===== src/rtl/riscv_pipe_stage_pkg.sv =====
// Shared definitions for the RV32I pipeline-stage registers: state encodings,
// occupancy width and per-boundary payload widths.
package riscv_pipe_stage_pkg;

    localparam int XLEN  = 32;
    localparam int OCC_W = 2;

    // Payload widths the stages pack into a riscv_pipe_stage instance
    localparam int IF_ID_W  = 2 * XLEN;
    localparam int ID_EX_W  = 4 * XLEN + 16;
    localparam int EX_MEM_W = 2 * XLEN + 12;
    localparam int MEM_WB_W = XLEN + 6;

    typedef enum logic [1:0] {
        PIPE_EMPTY = 2'd0,
        PIPE_BUSY  = 2'd1,
        PIPE_FULL  = 2'd2
    } pipe_state_e;

endpackage


===== src/rtl/riscv_pipe_skid_slot.sv =====
// One payload register of a pipeline stage: load enable, synchronous clear
// to the reset value, asynchronous active-low reset.
module riscv_pipe_skid_slot #(
    parameter int             W         = 32,
    parameter logic [W-1:0]   RESET_VAL = '0
) (
    input  logic         i_clk,
    input  logic         i_rstn,
    input  logic         i_clr,
    input  logic         i_load,
    input  logic [W-1:0] i_d,
    output logic [W-1:0] o_q
);

    logic [W-1:0] q_reg;

    always_ff @(posedge i_clk or negedge i_rstn) begin
        if (!i_rstn)
            q_reg <= RESET_VAL;
        else if (i_clr)
            q_reg <= RESET_VAL;
        else if (i_load)
            q_reg <= i_d;
    end

    assign o_q = q_reg;

endmodule


===== src/rtl/riscv_pipe_stage.sv =====
// Generic valid/ready pipeline-stage register with flush and an optional
// two-entry skid buffer that registers the upstream ready.
module riscv_pipe_stage
    import riscv_pipe_stage_pkg::*;
#(
    parameter int           PAYLOAD_W = 32,
    parameter logic [511:0] RESET_VAL = '0,
    parameter int           SKID      = 1
) (
    input  logic                 i_clk,
    input  logic                 i_rstn,
    input  logic                 i_clr,
    input  logic                 i_up_valid,
    output logic                 o_up_ready,
    input  logic [PAYLOAD_W-1:0] i_up_data,
    output logic                 o_dn_valid,
    input  logic                 i_dn_ready,
    output logic [PAYLOAD_W-1:0] o_dn_data,
    output logic [OCC_W-1:0]     o_occupancy
);

    localparam logic [PAYLOAD_W-1:0] RST_VAL = RESET_VAL[PAYLOAD_W-1:0];

    generate
        if (SKID == 0) begin : g_single
            logic valid_reg;
            logic up_fire;

            // Ready passes straight through from downstream
            assign o_up_ready = ~valid_reg | i_dn_ready;
            assign up_fire    = i_up_valid & o_up_ready;

            always_ff @(posedge i_clk or negedge i_rstn) begin
                if (!i_rstn)
                    valid_reg <= 1'b0;
                else if (i_clr)
                    valid_reg <= 1'b0;
                else
                    valid_reg <= up_fire | (valid_reg & ~i_dn_ready);
            end

            riscv_pipe_skid_slot #(.W(PAYLOAD_W), .RESET_VAL(RST_VAL)) u_main (
                .i_clk  (i_clk),
                .i_rstn (i_rstn),
                .i_clr  (i_clr),
                .i_load (up_fire),
                .i_d    (i_up_data),
                .o_q    (o_dn_data)
            );

            assign o_dn_valid  = valid_reg;
            assign o_occupancy = OCC_W'(valid_reg);
        end else begin : g_skid
            pipe_state_e          state_reg;
            pipe_state_e          state_next;
            logic                 ready_reg;
            logic                 up_fire;
            logic                 dn_fire;
            logic                 main_load;
            logic                 skid_load;
            logic [PAYLOAD_W-1:0] main_d;
            logic [PAYLOAD_W-1:0] skid_q;

            assign o_up_ready = ready_reg;
            assign o_dn_valid = (state_reg != PIPE_EMPTY);
            assign up_fire    = i_up_valid & ready_reg;
            assign dn_fire    = o_dn_valid & i_dn_ready;

            always_comb begin
                state_next = state_reg;
                main_load  = 1'b0;
                skid_load  = 1'b0;
                main_d     = i_up_data;
                if (i_clr) begin
                    state_next = PIPE_EMPTY;
                end else begin
                    case (state_reg)
                        PIPE_EMPTY: begin
                            if (up_fire) begin
                                state_next = PIPE_BUSY;
                                main_load  = 1'b1;
                            end
                        end
                        PIPE_BUSY: begin
                            if (up_fire && dn_fire) begin
                                main_load = 1'b1;
                            end else if (up_fire) begin
                                state_next = PIPE_FULL;
                                skid_load  = 1'b1;
                            end else if (dn_fire) begin
                                state_next = PIPE_EMPTY;
                            end
                        end
                        PIPE_FULL: begin
                            // Ready is low here, so only the drain can happen
                            if (dn_fire) begin
                                state_next = PIPE_BUSY;
                                main_load  = 1'b1;
                                main_d     = skid_q;
                            end
                        end
                        default: state_next = PIPE_EMPTY;
                    endcase
                end
            end

            always_ff @(posedge i_clk or negedge i_rstn) begin
                if (!i_rstn) begin
                    state_reg <= PIPE_EMPTY;
                    ready_reg <= 1'b1;
                end else begin
                    state_reg <= state_next;
                    ready_reg <= (state_next != PIPE_FULL);
                end
            end

            riscv_pipe_skid_slot #(.W(PAYLOAD_W), .RESET_VAL(RST_VAL)) u_main (
                .i_clk  (i_clk),
                .i_rstn (i_rstn),
                .i_clr  (i_clr),
                .i_load (main_load),
                .i_d    (main_d),
                .o_q    (o_dn_data)
            );

            riscv_pipe_skid_slot #(.W(PAYLOAD_W), .RESET_VAL(RST_VAL)) u_skid (
                .i_clk  (i_clk),
                .i_rstn (i_rstn),
                .i_clr  (i_clr),
                .i_load (skid_load),
                .i_d    (i_up_data),
                .o_q    (skid_q)
            );

            always_comb begin
                case (state_reg)
                    PIPE_BUSY: o_occupancy = OCC_W'(1);
                    PIPE_FULL: o_occupancy = OCC_W'(2);
                    default:   o_occupancy = OCC_W'(0);
                endcase
            end
        end
    endgenerate

endmodule


===== config.mk =====
export PLATFORM = sky130hd
export DESIGN_NAME = riscv_pipe_stage
export DESIGN_NICKNAME = d
export VERILOG_FILES = /design/src/rtl/riscv_pipe_stage_pkg.sv /design/src/rtl/riscv_pipe_skid_slot.sv /design/src/rtl/riscv_pipe_stage.sv
export SDC_FILE = /design/constraint.sdc
export NUM_CORES = 1
export LEC_CHECK = 0
export ABC_AREA = 1
export CORE_ASPECT_RATIO = 1.2
export CORE_UTILIZATION = 50
export CTS_CLUSTER_DIAMETER = 80
export CTS_CLUSTER_SIZE = 8
export DETAILED_ROUTE_END_ITERATION = 6
export PLACE_DENSITY = 0.86
export SLEW_MARGIN = 20
export SYNTH_ARGS = -nofsm -noshare
export SYNTH_HDL_FRONTEND = slang
export SYNTH_SLANG_ARGS = --single-unit

===== constraint.sdc =====
create_clock -name i_clk -period 1.3 [get_ports i_clk]
set_input_delay 0.39 -clock i_clk [delete_from_list [all_inputs] [get_ports i_clk]]
set_output_delay 0.39 -clock i_clk [all_outputs]
set_load 0.1 [all_outputs]

==> flow_metrics.tcl <==
set metrics [dict create \
    p_switching_uw 2190 \
    antennaDiodeCount 0 \
    drtIter0Drc 556 \
    reg2reg_to "g_skid.u_main.o_q[18]" \
    vias 3995 \
    worst_ep_required_time_ns 1.58 \
    crit_type "register to register" \
    die_y_um 89.5 \
    grt_pass1_wl_um 17100 \
    ctsRootBufferMaster "clkbuf_8" \
    start_util_pct 52.4 \
    yosysWarnings 0 \
    r2r_cells 9 \
    relSlewSlack_pct 70.9 \
    cp_max_fo 8 \
    core_area_mm2 0.00609 \
    r2r_start "o_up_ready" \
    via_per_inst 6.52 \
    hp-class "input port to asynchronous set/reset pin" \
    grt_antenna_before_repair 0 \
    rsz0062_at_grt "true" \
    drive_gt1_share_pct 44.4 \
    gp_congestion 0.874 \
    reg2reg_slack_ns -0.43 \
    dp_hpwl_um 5710 \
    synthCells 406 \
    grt_max_degree 39 \
    cts.sinks 67 \
    fillers 150 \
    syn-num-nets 443 \
    preCtsSetupSlack_ns -0.399 \
    max_cap_viol_count 0 \
    dieWidth_um 74.9 \
    p_int_uw 3630 \
    cts_buffers 9 \
    placementRows 31 \
    finalCritPeriodShare_pct 133 \
    routed_wl_um 15700 \
    max-vdd-ir-drop_uv 828 \
    worstMarginPinSlew_ns 0.436 \
    hold_viol 0 \
    powerDensity_mw_per_mm2 1010 \
    finalSetupTns_ns -21.77 \
    crit_path_end_kind "register" \
    first_pass_iters 6 \
    final_nets 563 \
    drc_errors 0 \
    syn_area_per_cell_um2 7.86 \
    clock_power_share_pct 27.0 \
    synth_seq_cells 67 \
    io_pins 73 \
    fin_ws_ns -0.430 \
    clk_pin_slew_worst_paths_ns 0.08 \
    clk_latency_ns 0.37 \
    routedWlPerCell_um 25.5 \
    min_period_ns 1.73 \
    first_global_vias 3422 \
    ys_seq_area_share_pct 52.6 \
    ant_nets 0 \
    p_leak_uw 0.00294 \
    failed_checks "negative setup slack" \
    setup.worst_path.start_class "register" \
    power_uw 5820 \
    cts_tree "yes" \
    grt_use_total_pct 35.6 \
    fmax_mhz 578 \
    globalRouteOverflowTotal 0 \
    yosysUniqueCellTypes 18 \
    clockBufferDepth 2 \
    outcome "finished with violations" \
    area_delta_synth_final_pct 80.5 \
    slew_viol_final 0 \
    die-area_mm2 0.00670 \
    htreeDepth 3 \
    port_buffers 72 \
    synth_area_mm2 0.00319 \
    clock_skew_ns 0.0148 \
    combPwrFrac_pct 33.5 \
    finalSetupViolCount 103 \
    arrival_ns 2.01 \
    switching_share_pct 37.7 \
    pwr-share-seq_pct 39.5 \
]
-- how the worst max path moves through the flow --
stage                              from               endpoint  slack, ns  cells past startpoint
global placement             i_up_valid  g_skid.u_skid.o_q[25]      -0.34                      8
finish                       o_up_ready  g_skid.u_main.o_q[18]      -0.43                      9
floorplan           g_skid.state_reg[1]   g_skid.u_main.o_q[0]      -0.31                      8
detailed placement           i_dn_ready  g_skid.u_main.o_q[15]      -0.40                      7
global route                 o_up_ready  g_skid.u_main.o_q[18]      -0.46                      9
CTS                          o_up_ready             o_up_ready      -0.31                      2
-- cell families after synthesis --
kind of cell,count (synthesis),share of synthesized area (%)
flops,67,52.6
simple gates,305,40.1
compound gates,2,0.314
buf+inv,32,6.94
-- critical path, cell delays in order (launching register included) --
cell and delay, ns:
dfstp_4 0.63, buf_6 0.12, nand2_8 0.06, nand2_4 0.08
nand2_4 0.06, nor2_4 0.19, buf_12 0.15, buf_12 0.13
nand2_2 0.05, nand2_1 0.16
-- cell usage in the layout, fill, tap and decap left out, drive strengths merged --
cell and n:
dlygate4sd3 1, buf 94, nand4 1, o21ai 1, clkbuf 15, a21oi 1, clkinv 3, nand3 65
dfrtp 66, clkdlybuf4s50 35, nand2 235, inv 5, dfstp 1, nor2 4, clkinvlp 4
-- cell usage after synthesis --
cell type | number | area share [%]
nand4_1 | 1 | 0.20
buf_6 | 9 | 3.2
nor2_4 | 2 | 0.71
nand3_1 | 65 | 10
nor2_2 | 1 | 0.20
nand2_4 | 1 | 0.35
nand2_1 | 230 | 27
dfstp_2 | 1 | 0.82
inv_1 | 2 | 0.24
inv_2 | 5 | 0.59
o21ai_1 | 1 | 0.16
nand2_2 | 4 | 0.78
buf_4 | 6 | 1.4
a21oi_1 | 1 | 0.16
nor2_8 | 1 | 0.63
clkbuf_1 | 1 | 0.12
dfrtp_1 | 66 | 52
buf_2 | 9 | 1.4
-- stage by stage --
stage               cell area (um^2)  hold WS (ns)  instances  util [%]
finish                          5760         0.510        613      94.5
global route                    5760         0.530        613      94.5
CTS                             5120         0.499        600      84.2
detailed placement              4500         0.340        559      73.9
global placement                4500         0.335        559      73.9
floorplan                       3240        0.0944        406         -
-- what timing repair did --
action | CTS | global route
setup endpoints to repair | 103 | 103
pin swaps | 0 | 28
gates cloned | 5 | 5
buffers inserted | 19 | 12
hold endpoints to repair | 11 | 0
hold buffers | 1 | 0
gates resized for setup | 38 | 142
-- area by class of cell --
| type | count | area (um^2) | area share (%) |
|---|---|---|---|
| flip-flops and latches | 67 | 1680 | 29.3 |
| multi-input cells | 307 | 1830 | 31.8 |
| repair buffers | 134 | 1940 | 33.6 |
| inverters | 7 | 38.8 | 0.674 |
| well taps | 82 | 103 | 1.78 |
| clock buffers | 11 | 131 | 2.28 |
| clock inverters | 5 | 30.0 | 0.522 |
-- power groups by stage --
| stage | combinational, uW | clock (uW) | sequential [uW] |
|---|---|---|---|
| floorplan | 320 | 0 | 2800 |
| global placement | 1440 | 0 | 2320 |
| detailed placement | 1470 | 0 | 2320 |
| CTS | 1650 | 1480 | 2280 |
| global route | 1990 | 1620 | 2300 |
| finish | 1950 | 1570 | 2300 |
-- metal layers --
metal	GRT usage, %	share of wire [%]	wire [um]	vias to the layer above
met5	0	0	0	-
met4	22.0	8.2	1280	0
met3	8.00	11	1740	154
met2	57.7	47	7430	403
met1	42.9	33	5200	1921
li1	-	-	-	1517
(Power assumes the default switching activity.)
